**config.mk**
```make
export PLATFORM = sky130hd
export DESIGN_NAME = tmds_encoder
export DESIGN_NICKNAME = d
export VERILOG_FILES = /design/src/rtl/tmds_encoder.sv
export SDC_FILE = /design/constraint.sdc
export NUM_CORES = 1
export LEC_CHECK = 0
export ABC_AREA = 1
export CAP_MARGIN = 5
export CORE_ASPECT_RATIO = 1.2
export CORE_MARGIN = 2
export CORE_UTILIZATION = 62
export DETAILED_ROUTE_END_ITERATION = 12
export GPL_TIMING_DRIVEN = 0
export PLACE_DENSITY = 0.86
export SLEW_MARGIN = 40
export SYNTH_ARGS = -nofsm -noshare
export SYNTH_HDL_FRONTEND = slang
export SYNTH_SLANG_ARGS = --single-unit
export TNS_END_PERCENT = 100
```
**constraint.sdc**
```tcl
create_clock -name i_pixel_clk -period 3.5 [get_ports i_pixel_clk]
set_input_delay 0.7 -clock i_pixel_clk [delete_from_list [all_inputs] [get_ports i_pixel_clk]]
set_output_delay 0.7 -clock i_pixel_clk [all_outputs]
set_load 0.02 [all_outputs]
```
**src/rtl/tmds_encoder.sv**
```systemverilog
// Per-lane 8b/10b TMDS encoder: a transition-minimisation stage followed by a
// DC-balance stage that tracks running disparity across each active line.
module tmds_encoder (
    input  logic       i_pixel_clk,
    input  logic       i_reset_n,
    input  logic       i_de,
    input  logic [7:0] i_data,
    input  logic [1:0] i_ctrl,
    output logic [9:0] o_tmds
);

    localparam logic [9:0] CTRL_SYM_00 = 10'h354;
    localparam logic [9:0] CTRL_SYM_01 = 10'h0AB;
    localparam logic [9:0] CTRL_SYM_10 = 10'h154;
    localparam logic [9:0] CTRL_SYM_11 = 10'h2AB;

    function automatic logic [3:0] popcount8(input logic [7:0] v);
        logic [3:0] n;
        n = '0;
        for (int i = 0; i < 8; i++) begin
            n = n + {3'b000, v[i]};
        end
        return n;
    endfunction

    // XNOR chaining is chosen for dense words so the result has fewer transitions.
    function automatic logic [8:0] build_q_m(input logic [7:0] d);
        logic [3:0] n1d;
        logic       use_xnor;
        logic [8:0] q;
        n1d      = popcount8(d);
        use_xnor = (n1d > 4'd4) || ((n1d == 4'd4) && !d[0]);
        q        = '0;
        q[0]     = d[0];
        for (int i = 1; i < 8; i++) begin
            q[i] = use_xnor ? ~(q[i-1] ^ d[i]) : (q[i-1] ^ d[i]);
        end
        q[8] = ~use_xnor;
        return q;
    endfunction

    logic [8:0] w_q_m;
    logic [8:0] r_q_m;
    logic [3:0] r_n1;
    logic       r_de;
    logic [1:0] r_ctrl;

    assign w_q_m = build_q_m(i_data);

    // NOTE: sequential state uses non-blocking assignments so every register
    // samples pre-edge values, independent of block ordering.
    always_ff @(posedge i_pixel_clk or negedge i_reset_n) begin
        if (!i_reset_n) begin
            r_q_m  <= '0;
            r_n1   <= '0;
            r_de   <= 1'b0;
            r_ctrl <= 2'b00;
        end else begin
            r_q_m  <= w_q_m;
            r_n1   <= popcount8(w_q_m[7:0]);
            r_de   <= i_de;
            r_ctrl <= i_ctrl;
        end
    end

    logic signed [4:0] r_cnt;
    logic        [9:0] r_tmds;
    logic signed [4:0] w_n1s;
    logic signed [4:0] w_n0s;
    logic signed [4:0] w_diff;
    logic              w_case_a;
    logic              w_case_b;
    logic signed [4:0] w_cnt_next;
    logic        [9:0] w_tmds_next;

    // Disparity terms stay within +/-8 and cnt within +/-10, so 5-bit signed never wraps.
    assign w_n1s    = signed'({1'b0, r_n1});
    assign w_n0s    = 5'sd8 - w_n1s;
    assign w_diff   = w_n1s - w_n0s;
    assign w_case_a = (r_cnt == 5'sd0) || (r_n1 == 4'd4);
    assign w_case_b = (!r_cnt[4] && (r_n1 > 4'd4)) || (r_cnt[4] && (r_n1 < 4'd4));

    // NOTE: defaults are assigned first so no path leaves an output unassigned,
    // which would otherwise infer a latch.
    always_comb begin
        w_tmds_next = CTRL_SYM_00;
        w_cnt_next  = 5'sd0;
        if (!r_de) begin
            unique case (r_ctrl)
                2'b00: w_tmds_next = CTRL_SYM_00;
                2'b01: w_tmds_next = CTRL_SYM_01;
                2'b10: w_tmds_next = CTRL_SYM_10;
                2'b11: w_tmds_next = CTRL_SYM_11;
            endcase
        end else if (w_case_a) begin
            w_tmds_next = {~r_q_m[8], r_q_m[8], r_q_m[8] ? r_q_m[7:0] : ~r_q_m[7:0]};
            w_cnt_next  = r_q_m[8] ? (r_cnt + w_diff) : (r_cnt - w_diff);
        end else if (w_case_b) begin
            w_tmds_next = {1'b1, r_q_m[8], ~r_q_m[7:0]};
            w_cnt_next  = r_cnt + (r_q_m[8] ? 5'sd2 : 5'sd0) - w_diff;
        end else begin
            w_tmds_next = {1'b0, r_q_m[8], r_q_m[7:0]};
            w_cnt_next  = r_cnt - (r_q_m[8] ? 5'sd0 : 5'sd2) + w_diff;
        end
    end

    always_ff @(posedge i_pixel_clk or negedge i_reset_n) begin
        if (!i_reset_n) begin
            r_tmds <= CTRL_SYM_00;
            r_cnt  <= 5'sd0;
        end else begin
            r_tmds <= w_tmds_next;
            r_cnt  <= w_cnt_next;
        end
    end

    assign o_tmds = r_tmds;

endmodule
```
Word-level counts from Yosys, hierarchy flattened:

Cells that the tools add are included.

* bits in registers: 31
* bits in latches: 0
* bits in read-only memories: 0
* memories: 0
* input port bits: 13
* RAM bits: 0

* reductions and logical operators: 10
* div/mod/pow operators: 0
* $mul: 0
* shift-type cells: 0
* multiplexer cells: 18
* bitwise logic cells: 17
* eq/ne operators: 5
* $lt $le $gt $ge: 3
* $add $sub $neg: 22

Operator list (number)
* $pmux W10 S4: 1
* $add A4 B1 Y4: 8
* $mux W10: 3
* $mux W5: 4
* $sub A5 B5 Y5: 3
* $add A5 B5 Y5: 2
* $not A1 Y1: 9
* $add A3 B1 Y4: 2
* $eq A4 B3 Y1 const B: 2
* $gt A4 B3 Y1 const B: 2
* $mux W8: 1
* $not A8 Y8: 1
* $mux W1: 7
* $xor A1 B1 Y1: 7
* $add A2 B1 Y3: 2
* $add A5 B3 Y5: 1
* $logic_not A5 Y1: 1
* $sub A4 B4 Y5 const A: 1
* $sub A5 B3 Y5: 1
* $add A1 B1 Y2: 2
* $eq A2 B2 Y1 const B: 2
* $lt A4 B3 Y1 const B: 1
* $mux W2: 2
* $logic_and A1 B1 Y1: 3
* other kinds (4): 7

Depth between registers and ports, before layout:

* word-level depth: 30
* gate-level depth with buffers: 25
* mapped depth without buffers: 25

Worst setup path after synthesis:

No wires, ideal clock.

* path type: input to register
* from: input i_data[0]
* to: register r_n1[2]
* library setup time: 0.123 ns
* data arrival time: 5.554 ns
* setup slack: -2.177 ns
* stages on the path: 24
* path through: inv_1 fa_1 fa_1 fa_1 inv_1 ha_1 fa_1 nor2_1 nand2_1 nand2_1 nand2_1 xor2_1 inv_1 fa_1 inv_1 nand3_1 nand2_1 inv_1 ha_1 fa_1 ha_1 inv_1 fa_1 xnor2_1

* word-level cells in the longest chain between the ends: 30
* elaborated cells on any way between the ends: 40
* those cells by class: add/sub: 14; order compare: 1; eq/ne: 1; mux: 7; bitwise: 14; reduce/logical: 3

Ends and longest elaborated chain
* from (decl): RTL line 7 `input logic [7:0] i_data,`
* parallel branches: the longest is 16 deep, another holds $add A3 B1 Y4
* $mux W1 *: RTL line 36 `q[i] = use_xnor ? ~(q[i-1] ^ d[i]) : (q[i-1] ^ d[i]);`
* via w_q_m[3]: RTL line 42 `logic [8:0] w_q_m;`
* parallel branches: the longest is 12 deep, another holds $add A3 B1 Y4
* $add A4 B1 Y4 *: RTL line 21 `n = n + {3'b000, v[i]};`
* to (signal assigned): RTL line 60 `r_n1 <= popcount8(w_q_m[7:0]);`
* to (decl): RTL line 44 `logic [3:0] r_n1;`

Mark *: on every way through the listed nets, which the timed path passes.

Final worst setup path:

* from: input i_data[0]
* to: register r_n1[1]

* word-level cells in the longest chain between the ends: 30
* elaborated cells on any way between the ends: 40
* those cells by class: add/sub: 14; order compare: 1; eq/ne: 1; mux: 7; bitwise: 14; reduce/logical: 3

Ends and longest elaborated chain (RTL line)
* parallel branches: the longest is 10 deep, another holds $add A3 B1 Y4
* $mux W1 *: 36
* via w_q_m[1]: 42
* parallel branches: the longest is 18 deep, another holds $add A3 B1 Y4
* $add A4 B1 Y4 *: 21

Marked as above.

==> results.ini <==
[grt]
first_global_vias = 1885
globalRouteTotalUtil_pct = 24.9
grt_start_max_net_pins = 31
grt_first_pass_wirelength_um = 8000
globalRouteOverflowTotal = 0
grt_antenna_before_repair = 0

[cells_and_area]
final_core_utilization_pct = 79.6
drive_above_1_share_pct = 22.9
layout.filler_cells = 218
synthToLayoutAreaGrowth_pct = 23.7
antenna_cells_inserted = 0
multi_input_comb_area_um2 = 1450
seqCellArea_um2 = 757
finalNonFillerCells = 362
nets = 360

[route]
dr.first_iter.drc_count = 90
wl_per_cell_um = 13.4
detailedRoute.firstPassIterationCount = 4
remaining_drc_errors = 0
vias_per_cell = 5.14
postRouteAntennaNets = 0
num_vias = 1862
wirelength_um = 4830

[timing]
fin_setup_tns_ns = -8.64
worstMarginPinSlew_ns = 0.610
max_slew_margin_pct = 59.4
period_minus_slack_ns = 5.80
grt_setup_unrepaired = true
worst_clock_skew_ns = 0.00420
timing.fmax_ghz = 0.173
setup_ws_ns = -2.30
final_min_period_over_clock_period_pct = 166
timing.final.max_slew_violations = 0
final-setup-viol-count = 6
final_hold_viol_count = 0

[yosys]
instance_count_of_the_mapped_netlist = 272
synth-seq-cells = 30
post_synthesis_cell_area_um2 = 2340
synth-seq-area-share_pct = 32.4
syn-mean-instance-area_um2 = 8.59
synth.lib_cells_used.distinct = 24
synth-warning-count = 0
syn_nets = 323

[flow_run]
maxCapViolCount = 0

[cts]
cts.sinks = 30
cts_made_buffers = 5
holdBufCountCts = 0
ctsHtreeMaxLevel = 2
clockRootBuffer = sky130_fd_sc_hd__clkbuf_8
clock_transition_at_path_regs_ns = 0.06
clock_insertion_delay_worst_skew_ns = 0.27
cts.path.max_buffers = 2
tritoncts = built

[setup_path]
worstSetupStartpointType = input pin
number_of_buffers_and_inverters_on_the_critical_path = 8
max_stage_delay_ns = 0.56
crit_path_top_delay_cell = sky130_fd_sc_hd__fa_1
critical_path.endpoint_type = flip-flop
worstPathRequired_ns = 3.67
worst-setup-path-type = in2reg
critical_path.most_common_cell = sky130_fd_sc_hd__fa_1
cp_max_fo = 3
cp_top_family = adder cells
critPathArrivalTime_ns = 5.96

[die]
fp-row-count = 24
floorplan.die.width_um = 60.1
dieHeight_um = 71.3
start_util_pct = 64.3
die_outline_area_um2 = 4280
core_area_um2 = 3630
design.portCount = 23

[placed_design]
port-buffer-count = 22
routabilityCongestion = 0.840
place.detailed.instances = 346
dp_hpwl_um = 3280

[power]
power.switching_fraction_pct = 48.1
switchingPower_uw = 1460
ir_drop_mv = 0.563
p_leak_uw = 0.00151
internal_power_uw = 1580
power_density_nw_per_um2 = 1050
totalPowerFinal_uw = 3040
share_comb_of_total_power_pct = 71.7
pwr-share-clk_pct = 9.0
seq_power_share_pct = 19.3

[outcome]
failed_checks = setup timing
status = finished with violations

[hold_path]
hold_path.class = in2async

==> power by group through the flow <==
stage | registers, uW | clock network, uW | logic (uW)
after floorplan | 646 | 0 | 1400
after global placement | 584 | 0 | 1850
after detailed placement | 587 | 0 | 1940
after CTS | 582 | 275 | 2050
after global routing | 601 | 288 | 2470
final | 585 | 274 | 2180
==> cells in the mapped netlist, drive strengths merged <==
library cell | instances | area share [%]
nand2 | 69 | 13
o21ai | 20 | 4.4
nand3b | 1 | 0.32
ha | 26 | 14
dfstp | 5 | 5.6
xnor2 | 2 | 0.75
nand3 | 31 | 9.3
clkbuf | 1 | 0.16
inv | 55 | 8.8
fa | 12 | 10
a21oi | 7 | 1.5
o221ai | 1 | 0.37
dfrtp | 25 | 27
o211ai | 1 | 0.32
buf | 1 | 0.48
xor2 | 8 | 3.0
nor2 | 7 | 1.1
==> cell usage in the layout (no fill, tap or decap), drive strengths merged <==
cell type	n
nand2	69
inv	55
nand3	31
ha	26
dfrtp	25
o21ai	20
clkdlybuf4s50	16
buf	13
fa	12
clkbuf	9
xor2	8
nor2	7
a21oi	7
dfstp	5
xnor2	2
nand3b	1
o221ai	1
o211ai	1
dlygate4sd2	1
dlymetal6s2s	1
==> cells by family (layout without fill, tap and decap cells) <==
group	count (synthesis)	count (layout)	share of synthesized area (%)
AOI/OAI and AO/OA	29	29	6.64
xor gates and xnor gates	10	10	3.75
adders and majority gates	38	38	24.2
buffers and inverters	57	95	9.48
DFF	30	30	32.4
and+or+nand+nor	108	108	23.6
==> stage by stage <==
| step | cell area, um^2 | hold slack (ns) | worst slack [ns] |
|---|---|---|---|
| global route | 2890 | 0.481 | -2.44 |
| floorplan | 2360 | 0.404 | -2.09 |
| finish | 2890 | 0.443 | -2.30 |
| global placement | 2650 | 0.427 | -2.88 |
| detailed placement | 2640 | 0.439 | -2.94 |
| CTS | 2820 | 0.447 | -2.10 |
==> area by class of cell <==
class | count | share of cell area (%)
well taps | 52 | 2.25
inverters | 55 | 7.75
flip-flops and latches | 30 | 26.2
plain buffers | 2 | 0.519
multi-input cells | 185 | 50.2
clock buffers | 8 | 3.12
repair buffers | 30 | 9.95
==> final timing paths <==
| kind | startpoint | end | slack (ns) | cells after the start |
|---|---|---|---|---|
| max in group asynchronous | i_reset_n | r_ctrl[1]$_DFF_PN0_ | 2.66 | 1 |
| setup / recovery | i_data[0] | r_n1[1]$_DFF_PN0_ | -2.30 | 25 |
| min in group i_pixel_clk | r_q_m[0]$_DFF_PN0_ | o_tmds[0]$_DFF_PN0_ | 0.45 | 1 |
| hold reg to reg | r_q_m[0]$_DFF_PN0_ | o_tmds[0]$_DFF_PN0_ | 0.45 | 1 |
| hold / removal | i_reset_n | r_cnt[4]$_DFF_PN0_ | 0.44 | 1 |
| setup reg to reg | r_q_m[8]$_DFF_PN0_ | r_cnt[3]$_DFF_PN0_ | 1.07 | 9 |
==> sequential cells by signal, indices dropped and copies added, names as in the netlist <==
signal  count
o_tmds     10
r_cnt       4
r_ctrl      2
r_de        1
r_n1        4
r_q_m       9
==> layer usage <==
layer  track usage (%)  up-vias  share of wire [%]
li1                  -      919                  -
met1              26.1      889                 36
met2              47.9       44                 58
met3              3.61       10                2.6
met4              8.89        0                2.7
met5                 0        -                  0
==> what timing repair did <==
| item | in CTS | in global routing |
|---|---|---|
| buffers inserted | 5 | 3 |
| pin swaps | 11 | 11 |
| gates resized for setup | 32 | 12 |
| setup endpoints to repair | 9 | 6 |
No activity file was read; power rests on OpenSTA's default activity.
